<file path="src/rtl/tuner_lock_phy.sv">
// rtl/tuner_lock_phy.sv - dither lock loop that walks a ring tuner code toward the local power peak
module tuner_lock_phy #(
  parameter int DAC_WIDTH  = 8,
  parameter int ADC_WIDTH  = 8,
  parameter int NUM_TARGET = 4,
  localparam int CW = $clog2(NUM_TARGET) + 1,
  localparam int IW = $clog2(NUM_TARGET)
) (
  input  logic                             i_clk,
  input  logic                             i_rst,
  input  logic                             i_dig_search_peaks_val,
  output logic                             o_dig_search_peaks_rdy,
  input  logic [DAC_WIDTH*NUM_TARGET-1:0]  i_dig_ring_tune_peaks,
  input  logic [ADC_WIDTH*NUM_TARGET-1:0]  i_dig_pwr_detected_peaks,
  input  logic [CW-1:0]                    i_dig_ring_tune_peaks_cnt,
  input  logic [IW-1:0]                    i_dig_lock_target_idx,
  input  logic [DAC_WIDTH-1:0]             i_dig_lock_delta,
  input  logic                             i_dig_lock_stop,
  output logic [DAC_WIDTH-1:0]             o_dig_ring_tune,
  output logic                             o_dig_ring_tune_val,
  input  logic                             i_dig_ring_tune_rdy,
  input  logic                             i_dig_pwr_val,
  input  logic [ADC_WIDTH-1:0]             i_dig_pwr,
  output logic                             o_dig_lock_active,
  output logic                             o_dig_lock_err,
  output logic [DAC_WIDTH-1:0]             o_dig_lock_center,
  output logic [ADC_WIDTH-1:0]             o_dig_lock_center_pwr,
  output logic [15:0]                      o_dig_lock_iter_cnt,
  output logic [2:0]                       o_mon_state
);

  typedef enum logic [2:0] {
    S_IDLE     = 3'd0,
    S_CAPTURE  = 3'd1,
    S_APPLY    = 3'd2,
    S_MEAS_C   = 3'd3,
    S_PROBE_UP = 3'd4,
    S_PROBE_DN = 3'd5,
    S_DECIDE   = 3'd6
  } state_t;

  state_t               r_state, w_state_nxt;
  logic [DAC_WIDTH-1:0] r_tune, w_tune_nxt;
  logic                 r_tune_val, w_tune_val_nxt;
  logic                 r_peaks_rdy;
  logic                 r_active;
  logic                 r_err, w_err_nxt;
  logic [DAC_WIDTH-1:0] r_center, w_center_nxt;
  logic [ADC_WIDTH-1:0] r_center_pwr, w_center_pwr_nxt;
  logic [15:0]          r_iter_cnt, w_iter_cnt_nxt;
  logic [ADC_WIDTH-1:0] r_pwr_up, w_pwr_up_nxt;
  logic [ADC_WIDTH-1:0] r_pwr_dn, w_pwr_dn_nxt;
  logic [DAC_WIDTH-1:0] r_cap_code, w_cap_code_nxt;
  logic [ADC_WIDTH-1:0] r_cap_pwr, w_cap_pwr_nxt;
  logic [IW-1:0]        r_cap_idx, w_cap_idx_nxt;
  logic [CW-1:0]        r_cap_cnt, w_cap_cnt_nxt;

  logic [DAC_WIDTH-1:0] w_sel_code;
  logic [ADC_WIDTH-1:0] w_sel_pwr;
  logic [DAC_WIDTH:0]   w_up_sum;
  logic [DAC_WIDTH-1:0] w_up_code;
  logic [DAC_WIDTH-1:0] w_dn_code;
  logic [DAC_WIDTH-1:0] w_center_dec;
  logic [15:0]          w_iter_inc;

  assign w_sel_code = i_dig_ring_tune_peaks[i_dig_lock_target_idx*DAC_WIDTH +: DAC_WIDTH];
  assign w_sel_pwr  = i_dig_pwr_detected_peaks[i_dig_lock_target_idx*ADC_WIDTH +: ADC_WIDTH];

  // Probe codes clamp at the ends of the tuner range instead of wrapping
  assign w_up_sum  = {1'b0, r_center} + {1'b0, i_dig_lock_delta};
  assign w_up_code = w_up_sum[DAC_WIDTH] ? {DAC_WIDTH{1'b1}} : w_up_sum[DAC_WIDTH-1:0];
  assign w_dn_code = (i_dig_lock_delta > r_center) ? '0 : r_center - i_dig_lock_delta;

  // Up wins ties against down; a tie with the center power keeps the center
  assign w_center_dec = ((r_pwr_up > r_center_pwr) && (r_pwr_up >= r_pwr_dn)) ? w_up_code :
                        (r_pwr_dn > r_center_pwr) ? w_dn_code : r_center;

  assign w_iter_inc = (r_iter_cnt == 16'hFFFF) ? r_iter_cnt : r_iter_cnt + 16'd1;

  always_comb begin
    w_state_nxt      = r_state;
    w_tune_nxt       = r_tune;
    w_tune_val_nxt   = r_tune_val;
    w_err_nxt        = r_err;
    w_center_nxt     = r_center;
    w_center_pwr_nxt = r_center_pwr;
    w_iter_cnt_nxt   = r_iter_cnt;
    w_pwr_up_nxt     = r_pwr_up;
    w_pwr_dn_nxt     = r_pwr_dn;
    w_cap_code_nxt   = r_cap_code;
    w_cap_pwr_nxt    = r_cap_pwr;
    w_cap_idx_nxt    = r_cap_idx;
    w_cap_cnt_nxt    = r_cap_cnt;

    case (r_state)
      S_IDLE: begin
        if (i_dig_search_peaks_val && r_peaks_rdy) begin
          w_cap_code_nxt = w_sel_code;
          w_cap_pwr_nxt  = w_sel_pwr;
          w_cap_idx_nxt  = i_dig_lock_target_idx;
          w_cap_cnt_nxt  = i_dig_ring_tune_peaks_cnt;
          w_state_nxt    = S_CAPTURE;
        end
      end
      S_CAPTURE: begin
        if ({1'b0, r_cap_idx} >= r_cap_cnt) begin
          w_err_nxt   = 1'b1;
          w_state_nxt = S_IDLE;
        end else begin
          w_center_nxt     = r_cap_code;
          w_center_pwr_nxt = r_cap_pwr;
          w_err_nxt        = 1'b0;
          w_iter_cnt_nxt   = 16'd0;
          w_tune_nxt       = r_cap_code;
          w_tune_val_nxt   = 1'b1;
          w_state_nxt      = S_APPLY;
        end
      end
      S_APPLY: begin
        if (r_tune_val && i_dig_ring_tune_rdy) begin
          w_tune_val_nxt = 1'b0;
          w_state_nxt    = S_MEAS_C;
        end
      end
      S_MEAS_C: begin
        if (i_dig_pwr_val) begin
          w_center_pwr_nxt = i_dig_pwr;
          w_tune_nxt       = w_up_code;
          w_tune_val_nxt   = 1'b1;
          w_state_nxt      = S_PROBE_UP;
        end
      end
      // While tune_val is high the probe is still being handed off; sampling starts after
      S_PROBE_UP: begin
        if (r_tune_val) begin
          if (i_dig_ring_tune_rdy) w_tune_val_nxt = 1'b0;
        end else if (i_dig_pwr_val) begin
          w_pwr_up_nxt   = i_dig_pwr;
          w_tune_nxt     = w_dn_code;
          w_tune_val_nxt = 1'b1;
          w_state_nxt    = S_PROBE_DN;
        end
      end
      S_PROBE_DN: begin
        if (r_tune_val) begin
          if (i_dig_ring_tune_rdy) w_tune_val_nxt = 1'b0;
        end else if (i_dig_pwr_val) begin
          w_pwr_dn_nxt = i_dig_pwr;
          w_state_nxt  = S_DECIDE;
        end
      end
      S_DECIDE: begin
        w_center_nxt   = w_center_dec;
        w_iter_cnt_nxt = w_iter_inc;
        w_tune_nxt     = w_center_dec;
        w_tune_val_nxt = 1'b1;
        w_state_nxt    = S_APPLY;
      end
      default: begin
        w_tune_val_nxt = 1'b0;
        w_state_nxt    = S_IDLE;
      end
    endcase

    if (i_dig_lock_stop && (r_state != S_IDLE)) begin
      w_state_nxt      = S_IDLE;
      w_tune_nxt       = r_tune;
      w_tune_val_nxt   = 1'b0;
      w_err_nxt        = r_err;
      w_center_nxt     = r_center;
      w_center_pwr_nxt = r_center_pwr;
      w_iter_cnt_nxt   = r_iter_cnt;
    end
  end

  always_ff @(posedge i_clk) begin
    if (i_rst) begin
      r_state      <= S_IDLE;
      r_tune       <= '0;
      r_tune_val   <= 1'b0;
      r_peaks_rdy  <= 1'b1;
      r_active     <= 1'b0;
      r_err        <= 1'b0;
      r_center     <= '0;
      r_center_pwr <= '0;
      r_iter_cnt   <= 16'd0;
      r_pwr_up     <= '0;
      r_pwr_dn     <= '0;
      r_cap_code   <= '0;
      r_cap_pwr    <= '0;
      r_cap_idx    <= '0;
      r_cap_cnt    <= '0;
    end else begin
      r_state      <= w_state_nxt;
      r_tune       <= w_tune_nxt;
      r_tune_val   <= w_tune_val_nxt;
      r_peaks_rdy  <= (w_state_nxt == S_IDLE);
      r_active     <= (w_state_nxt != S_IDLE) && (w_state_nxt != S_CAPTURE);
      r_err        <= w_err_nxt;
      r_center     <= w_center_nxt;
      r_center_pwr <= w_center_pwr_nxt;
      r_iter_cnt   <= w_iter_cnt_nxt;
      r_pwr_up     <= w_pwr_up_nxt;
      r_pwr_dn     <= w_pwr_dn_nxt;
      r_cap_code   <= w_cap_code_nxt;
      r_cap_pwr    <= w_cap_pwr_nxt;
      r_cap_idx    <= w_cap_idx_nxt;
      r_cap_cnt    <= w_cap_cnt_nxt;
    end
  end

  assign o_dig_search_peaks_rdy = r_peaks_rdy;
  assign o_dig_ring_tune        = r_tune;
  assign o_dig_ring_tune_val    = r_tune_val;
  assign o_dig_lock_active      = r_active;
  assign o_dig_lock_err         = r_err;
  assign o_dig_lock_center      = r_center;
  assign o_dig_lock_center_pwr  = r_center_pwr;
  assign o_dig_lock_iter_cnt    = r_iter_cnt;
  assign o_mon_state            = r_state;

endmodule

</file>
<file path="config.mk">
export PLATFORM = sky130hd
export DESIGN_NAME = tuner_lock_phy
export DESIGN_NICKNAME = d
export VERILOG_FILES = /design/src/rtl/tuner_lock_phy.sv
export SDC_FILE = /design/constraint.sdc
export NUM_CORES = 1
export LEC_CHECK = 0
export CORE_MARGIN = 2
export CORE_UTILIZATION = 25
export DETAILED_ROUTE_END_ITERATION = 12
export HOLD_SLACK_MARGIN = 0.12
export SKIP_LAST_GASP = 1
export SYNTH_ARGS = -nofsm -noshare
export SYNTH_HDL_FRONTEND = slang
export SYNTH_SLANG_ARGS = --single-unit
export TNS_END_PERCENT = 10
</file>
<file path="constraint.sdc">
create_clock -name i_clk -period 4.9 [get_ports i_clk]
set_clock_uncertainty 0.2 [all_clocks]
set_input_delay 0.49 -clock i_clk [delete_from_list [all_inputs] [get_ports i_clk]]
set_output_delay 0.49 -clock i_clk [all_outputs]
set_load 0.1 [all_outputs]
</file>
==> results.md <==
* Crit-path max FO at 27
* Synth top area cells: dfxtp_1, ha_1, mux4_2
* Starting Density at between 20 and 30%
* RSZ-0062 raised after global routing: no
* Final hold violations at 0
* First-pass GRT wire length at 29700 um
* Top cell type's share of synthesized area at 28.1%
* Synth warn at 0
* Synth Area in Simple Gates at 21.6%
* Max-cap violation count at 0
* # Post-CTS Setup Buffers at 0
* Total nets after synthesis at 870
* Fin. max-slew vios at 0
* Largest family of logic cells by synthesized area: compound AO/OA/AOI/OAI gates
* Final period util at 64.8%
* DR vias/cell at about 4.9
* Area delta synth->final at 32.0%
* Floorplan row count at 56
* Portion of netlist area occupied by mux cells at under 10%
* Clock sink count at 84
* Power Density at 278 mW/mm^2
* LEAKAGE at 2.84 nW
* Final setup viols at 0
* Post-synth cell types at ~80
* Compound-Gate Fraction of Synth Area at 23.6%
* Number of synthesized flops with an enable pin at 0
* Sequential element share of the synthesized area at 28.1%
* CTS tree: built
* Count leader, synth: nand2_1
* Grt total ovfl at 0
* Mean Syn Cell Area at 8.20 um^2
* GPL Wtd Cong at 0.881
* Final TNS setup at 0 ns
* Initial antenna violation count at 0
* CTS buffer count at 9
* Largest net degree at the start of global routing at roughly 50
* Synth Flop Type: dfxtp_1
* Commonest cells post-synth: nand2_1, dfxtp_1, nor2_1, a21oi_1, ha_1
* CP Launch Type: flop
* Bufs on Longest Clock Path at 2
* FMAX at 315 MHz
* DRC at 0
* Worst EP arrival at 3.25 ns
* Maximum vdd drop at 0.000146 V
* WL final at ~18000 um
* Clk Latency, worst-skew pair at approximately 0.35 ns
* Routed wire per std cell at around 16 um
* Hold_buf cts at 0
* Adder-Cell Fraction of Synth Area at 10.3%
* Tmin final at 3.18 ns
* Nets@finish at approximately 1000
* Synth area leader: dfxtp_1
* Die Wd at 159 um
* First DRT Iteration DRCs at 331
* Post-Syn Area at 0.00599 mm^2
* Worst setup path class: flop to flop
* Drt pass-1 iters at 5
* DR vias at 5729
* Mapped Cells at between 700 and 800
* Reg clk slew, reported paths at 0.06 ns
* Layout cells sized above 1 at 7.79%
* Antenna-violating nets left at 0
* Worst slew pin tran at around 1.1 ns
* Port bufs at 137
* Req. time, crit path at roughly 5.0 ns
* Post-detail-place hpwl at 14400 um
* Total track usage at about 15%
* Worst rel slew slack at between 20% and 30%
* Post-cts resize count at 0
* Core ar. at 0.0235 mm^2
* Outcome: finished clean
* Post-synthesis xor/xnor area fraction at 1.17%
* Min-Delay Path Class: flop to flop
* H-Tree Depth at 3
* Ant diodes at 0
* Io pins at 138
* Die Height at 159 um
* CTS root buf: clkbuf_16
* Power, Total at approximately 2.2 mW
* Asr flop ratio synth at 0%
* CP endpoint kind: flop
* Vias in the first global route at 5589
* Synth Register Bits at 84
* Die ar. at 0.0252 mm^2
## layout by cell type (no fill, tap or decap), drive strengths merged, types with 8 or more instances in the layout
cell             n
a21oi           75
a311oi          15
a31oi            9
and2             8
and3             8
clkbuf          10
clkdlybuf4s50  136
dfxtp           84
ha              46
inv             43
mux2i           20
mux4            16
nand2           91
nand2b          11
nand3           15
nand4            9
nor2            80
nor2b            8
nor3            12
o21ai           35
or3             10
## critical path: stages, from the launching register on
cell,delay [ns]
dfxtp_1,0.73
nand3_2,0.69
a21oi_2,0.98
nor2_1,0.08
a211o_1,0.29
a31oi_1,0.12
## layout make-up
| type | count | area, um^2 |
|---|---|---|
| fill | 2487 | 15600 |
| multi-input combinational | 566 | 3960 |
| sequential | 84 | 1680 |
| timing repair buffer | 140 | 1390 |
| tap | 319 | 399 |
| clock buffer | 10 | 239 |
| inverter | 42 | 158 |
| clock inverter | 5 | 82.6 |
## where the power goes
group / leakage [nW] / switching (mW) / internal (mW)
clock: 0.159 / 0.291 / 0.461
sequential: 0.682 / 0.0429 / 0.723
combinational: 2.00 / 0.433 / 0.252
## per-stage QoR
stage          worst slack (ns)  utilization, %  area, um^2  instances  hold WS (ns)
2_1_floorplan              1.73               -        5990        731         0.236
3_3_place_gp               1.45            32.3        7590       1151         0.243
3_5_place_dp               1.42            32.3        7590       1151         0.249
4_1_cts                    1.71            33.7        7910       1166         0.258
5_1_grt                    1.39            33.7        7910       1166         0.278
6_report                   1.72            33.7        7910       1166         0.254
## layer usage
| layer | share of wire (%) | track usage, % |
|---|---|---|
| met4 | 1.8 | 5.17 |
| met5 | 0 | 0 |
| met3 | 5.1 | 2.69 |
| met2 | 45 | 23.6 |
| met1 | 48 | 19.4 |
## registers in the layout (all words and copies together), names as in the netlist, 2 cells and up
name                   count
o_dig_lock_center          8
o_dig_lock_center_pwr      8
o_dig_lock_iter_cnt       16
o_dig_ring_tune            8
o_mon_state                3
r_cap_cnt                  3
r_cap_code                 8
r_cap_idx                  2
r_cap_pwr                  8
r_pwr_dn                   8
r_pwr_up                   8
## path summary, 6_finish.rpt
path / startpoint / endpoint / slack (ns) / cells past startpoint
worst min register to register: r_cap_pwr[0] / r_cap_pwr[0] / 0.25 / 2
worst min-delay path: r_cap_pwr[0] / r_cap_pwr[0] / 0.25 / 2
worst max-delay path: o_mon_state[1] / o_dig_lock_center[6] / 1.72 / 5
worst max register to register: o_mon_state[1] / o_dig_lock_center[6] / 1.72 / 5
## cells by family after synthesis
group / Yosys count
buffers and inverters: 81
and+or+nand+nor: 268
xor gates and xnor gates: 8
AOI/OAI and AO/OA: 205
muxes: 37
adders and majority gates: 48
DFF: 84
(Power assumes the default switching activity.)
